===== src/rtl/seg_display_scanner.sv =====
// seg_display_scanner: time-multiplexed scanner for a 4-digit seven-segment display.
// Latency: outputs are decoded from registers; they change in the cycle after a divider tick.
// Backpressure: none; LOAD is always accepted and the last LOAD before a frame boundary wins.
// Ports: clk_i, rst_i (async, active-high), enable_i, load_i, value_i[15:0], dots_i[3:0] in;
//        seg_select_o[1:0], bin_o[3:0], dot_o, blank_o, pending_o, frame_done_o out.
module seg_display_scanner #(
    parameter int unsigned CLK_DIV       = 100000,
    parameter bit          BLANK_LEADING = 1'b1
) (
    input  logic        clk_i,
    input  logic        rst_i,
    input  logic        enable_i,
    input  logic        load_i,
    input  logic [15:0] value_i,
    input  logic [3:0]  dots_i,
    output logic [1:0]  seg_select_o,
    output logic [3:0]  bin_o,
    output logic        dot_o,
    output logic        blank_o,
    output logic        pending_o,
    output logic        frame_done_o
);

    localparam int unsigned CW = $clog2(CLK_DIV);
    localparam logic [CW-1:0] CNT_MAX = CW'(CLK_DIV - 1);

    logic [CW-1:0] cnt_q, cnt_d;
    logic [1:0]    idx_q, idx_d;
    logic [15:0]   disp_val_q, disp_val_d;
    logic [3:0]    disp_dots_q, disp_dots_d;
    logic [15:0]   pend_val_q, pend_val_d;
    logic [3:0]    pend_dots_q, pend_dots_d;
    logic          pend_flag_q, pend_flag_d;
    logic          frame_done_q, frame_done_d;

    logic tick;
    logic boundary;

    always_comb begin
        tick     = enable_i && (cnt_q == CNT_MAX);
        boundary = tick && (idx_q == 2'd3);

        cnt_d        = cnt_q;
        idx_d        = idx_q;
        disp_val_d   = disp_val_q;
        disp_dots_d  = disp_dots_q;
        pend_val_d   = pend_val_q;
        pend_dots_d  = pend_dots_q;
        pend_flag_d  = pend_flag_q;
        frame_done_d = boundary;

        if (enable_i) begin
            cnt_d = tick ? '0 : cnt_q + 1'b1;
        end
        if (tick) begin
            idx_d = idx_q + 2'd1;
        end

        // Transfer reads the pending registers as they were before this edge,
        // so a LOAD in the same cycle is captured for the following frame.
        if (boundary && pend_flag_q) begin
            disp_val_d  = pend_val_q;
            disp_dots_d = pend_dots_q;
            pend_flag_d = 1'b0;
        end
        if (load_i) begin
            pend_val_d  = value_i;
            pend_dots_d = dots_i;
            pend_flag_d = 1'b1;
        end
    end

    always_ff @(posedge clk_i or posedge rst_i) begin
        if (rst_i) begin
            cnt_q        <= '0;
            idx_q        <= 2'd0;
            disp_val_q   <= 16'h0000;
            disp_dots_q  <= 4'h0;
            pend_val_q   <= 16'h0000;
            pend_dots_q  <= 4'h0;
            pend_flag_q  <= 1'b0;
            frame_done_q <= 1'b0;
        end else begin
            cnt_q        <= cnt_d;
            idx_q        <= idx_d;
            disp_val_q   <= disp_val_d;
            disp_dots_q  <= disp_dots_d;
            pend_val_q   <= pend_val_d;
            pend_dots_q  <= pend_dots_d;
            pend_flag_q  <= pend_flag_d;
            frame_done_q <= frame_done_d;
        end
    end

    // A digit is a leading zero when it and every more-significant nibble are zero.
    logic upper_zero;

    always_comb begin
        upper_zero = 1'b0;
        case (idx_q)
            2'd1:    upper_zero = (disp_val_q[15:4]  == 12'h000);
            2'd2:    upper_zero = (disp_val_q[15:8]  == 8'h00);
            2'd3:    upper_zero = (disp_val_q[15:12] == 4'h0);
            default: upper_zero = 1'b0;
        endcase
    end

    always_comb begin
        seg_select_o = idx_q;
        bin_o        = disp_val_q[{idx_q, 2'b00} +: 4];
        dot_o        = disp_dots_q[idx_q];
        blank_o      = BLANK_LEADING && (idx_q != 2'd0) && upper_zero && !disp_dots_q[idx_q];
        pending_o    = pend_flag_q;
        frame_done_o = frame_done_q;
    end

endmodule

===== config.mk =====
export PLATFORM = sky130hd
export DESIGN_NAME = seg_display_scanner
export DESIGN_NICKNAME = d
export VERILOG_FILES = /design/src/rtl/seg_display_scanner.sv
export SDC_FILE = /design/constraint.sdc
export NUM_CORES = 1
export LEC_CHECK = 0
export ABC_AREA = 0
export BUFFER_PORTS_ARGS = -buffer_cell sky130_fd_sc_hd__buf_2
export CAP_MARGIN = 20
export CORE_MARGIN = 3
export CORE_UTILIZATION = 52
export CTS_CLUSTER_SIZE = 8
export DETAILED_ROUTE_END_ITERATION = 12
export PLACE_DENSITY = 0.85
export SETUP_SLACK_MARGIN = 0.5
export SYNTH_ARGS = -nofsm -noshare
export SYNTH_HDL_FRONTEND = slang
export SYNTH_SLANG_ARGS = --single-unit

===== constraint.sdc =====
create_clock -name clk_i -period 1.6 [get_ports clk_i]
set_input_delay 0 -clock clk_i [delete_from_list [all_inputs] [get_ports clk_i]]
set_output_delay 0 -clock clk_i [all_outputs]
set_load 0.1 [all_outputs]

==> metrics.cfg <==
[outcome]
status = finished, violations left
failed_checks = setup timing

[clocking]
cts.path.max_buffers = 2
cts_tree = yes
clockRootBuffer = clkbuf_8
h-tree-depth = 3
clock_sinks = 61
cts.clk_slew.worst_paths_ps = 70
cts_inserted_buffers = 9
clock_latency_ps = 350

[final_layout]
nets = 339
syn2layout_area_growth_pct = 56.1
multi_input_area_mm2 = 0.00140
final.fill_count = 201
drive_gt1_share_pct = 59.7
seqCellArea_mm2 = 0.00153
final_cells = 382
insertedDiodeCount = 0

[sta]
finalCriticalPeriod_ps = 1990
fmax_ghz = 0.502
report.final.setup_viol = 37
setup_ws_ps = -392
max_slew_margin_pct = 65.5
rsz0062_at_grt = true
finalCritPeriodShare_pct = 124
tns_ps = -9790
fin_worst_skew_ps = 7.11
worstMarginPinSlew_ps = 518
hold_violations = 0
final_max_slew_viol_count = 0

[yosys]
synthFlopType = dfrtp_1
synth_top_cell_by_area = dfrtp_1
synthTopCellsByArea = dfrtp_1, mux2_4, mux2_2
synth_nets = 224
async_flop_share_pct = 100
synth_top_cell_area_share_pct = 54.9
synth_warnings = 0
synth-seq-cells = 61
yosysMostFrequentCell = dfrtp_1
synth_area_mm2 = 0.00278
syn_inst = 195
synth_edf_count = 0
syn_area_per_cell_um2 = 14.3
synth_common_cells = dfrtp_1, mux2_2, mux2_4
synth_cell_types = 32
yosysSeqAreaShare_pct = 54.9

[power]
irDropWorstVdd_mv = 1.11
power_mw = 3.96
power_leakage_nw = 1.98
p_per_area_mw_per_mm2 = 912

[grt]
grt_max_degree = 62
grt_pass1_wl_mm = 13.0
antenna_found_initial = 0
grt_pass1_vias = 2301
grt_overflow = 0
grt_usage_pct = 28.6

[placed_design]
port_buffers = 33
dp.cells = 315
dp_slack_ps = -148
gp_congestion = 0.780
dp_hpwl_mm = 3.61

[job]
max_cap_violations = 0

[critical_path]
start_kind = flop
crit_arrival_ps = 1990
critPathMaxFanout = 3
critPathKind = reg -> out
critical_path_required_ps = 1600
end_kind = output port

[die]
row_count = 25
coreArea_mm2 = 0.00494
die_w_um = 79.1
floorplan.initialDensity_pct = 56.3
dieArea_mm2 = 0.00626
ios = 34
fp.dieH_um = 79.1

[drt]
drc_errors = 0
drt-wirelength-per-cell_um = 24.4
ant_nets = 0
vias = 2286
firstDrtPassIters = 5
drt_iter0_markers = 278
wl_mm = 9.33
via_per_inst = 5.98

[worst_hold_path]
min_path_type = in -> reg

==> flip-flops by register name (all words and copies together) (netlist names) <==
register,cells
pending_o,1
seg_select_o,2
disp_dots_q,4
disp_val_q,16
frame_done_o,1
cnt_q,17
pend_dots_q,4
pend_val_q,16
==> cells by family (layout without fill, tap and decap cells) <==
| logic type | count (synthesis) | in the layout | share of synthesized area [%] |
|---|---|---|---|
| compound gates | 9 | 9 | 1.84 |
| xor+xnor | 14 | 14 | 4.41 |
| fa+ha+maj | 5 | 5 | 2.25 |
| buf+inv | 12 | 132 | 2.47 |
| flops | 61 | 61 | 54.9 |
| mux | 46 | 46 | 23.3 |
| simple gates | 48 | 48 | 10.8 |
==> final cells by class <==
class	count	share of cell area [%]
Sequential cell	61	35.2
Multi-Input combinational cell	122	32.2
Timing Repair Buffer	111	25.0
Clock buffer	9	2.85
Clock inverter	7	2.28
Tap cell	67	1.93
Inverter	5	0.519
==> worst max-delay path: stages, from the launching register on <==
cell	delay, ps
dfrtp_2	390
buf_6	110
mux4_2	570
nor4_4	360
buf_12	220
==> worst paths after layout <==
kind / start / to / slack [ps] / cells past startpoint
max in group asynchronous: rst_i / seg_select_o[1]$_DFFE_PP0N_ / 1040 / 4
min in group asynchronous: rst_i / frame_done_o$_DFF_PP0_ / 280 / 4
worst max register to register: cnt_q[6]$_DFFE_PP0P_ / disp_val_q[3]$_DFFE_PP0P_ / -380 / 6
worst min-delay path: enable_i / cnt_q[0]$_DFFE_PP0P_ / 50 / 3
worst min register to register: pend_val_q[14]$_DFFE_PP0P_ / disp_val_q[14]$_DFFE_PP0P_ / 510 / 1
worst max-delay path: seg_select_o[0]$_DFFE_PP0N_ / blank_o / -390 / 4
==> per-stage QoR <==
stage | util (%) | cell area [um^2] | hold slack [ps]
6_report | 87.9 | 4340 | 47.2
5_1_grt | 87.9 | 4340 | 49.6
4_1_cts | 83.7 | 4140 | 3.97
3_5_place_dp | 66.9 | 3310 | 106
3_3_place_gp | 66.9 | 3310 | 105
2_1_floorplan | - | 2870 | 109
==> power by group <==
part | leakage (nW) | switching (mW) | internal [mW] | total (mW)
combinational | 1.09 | 0.292 | 0.374 | 0.666
sequential | 0.784 | 0.0906 | 1.66 | 1.75
clock | 0.110 | 0.665 | 0.884 | 1.55
total | 1.98 | 1.05 | 2.91 | 3.96
==> layout by cell type (no fill, tap or decap), types with 3 or more instances in the layout <==
cell	n
and4_4	3
buf_12	7
buf_16	3
buf_2	23
buf_4	29
buf_6	22
buf_8	3
clkbuf_8	9
dfrtp_1	58
dfrtp_2	3
dlygate4sd3_1	23
ha_1	3
inv_1	4
mux2_2	20
mux2_4	21
mux4_2	5
nand2_1	5
nand3_1	3
nand3_4	5
nand4_1	5
nor2_1	3
nor2_4	5
xnor2_1	4
xor2_1	7
==> layer usage <==
layer  part of all wire [%]  track usage, %  up-vias
met3                    8.2            6.46       55
met2                     49            49.3      166
met1                     37            34.3     1128
li1                       -               -      937
met5                      0               0        -
met4                    5.9            12.4        0
==> what timing repair did <==
action / CTS / global route
pin swaps: 8 / 17
endpoints found under the setup margin: 50 / 50
resized for setup: 56 / 26
hold buffers: 23 / 0
buffers inserted: 13 / 11
gates cloned: 4 / 0
endpoints found under the hold margin: 84 / 0
Note: power is estimated with default switching activity, not from simulation.
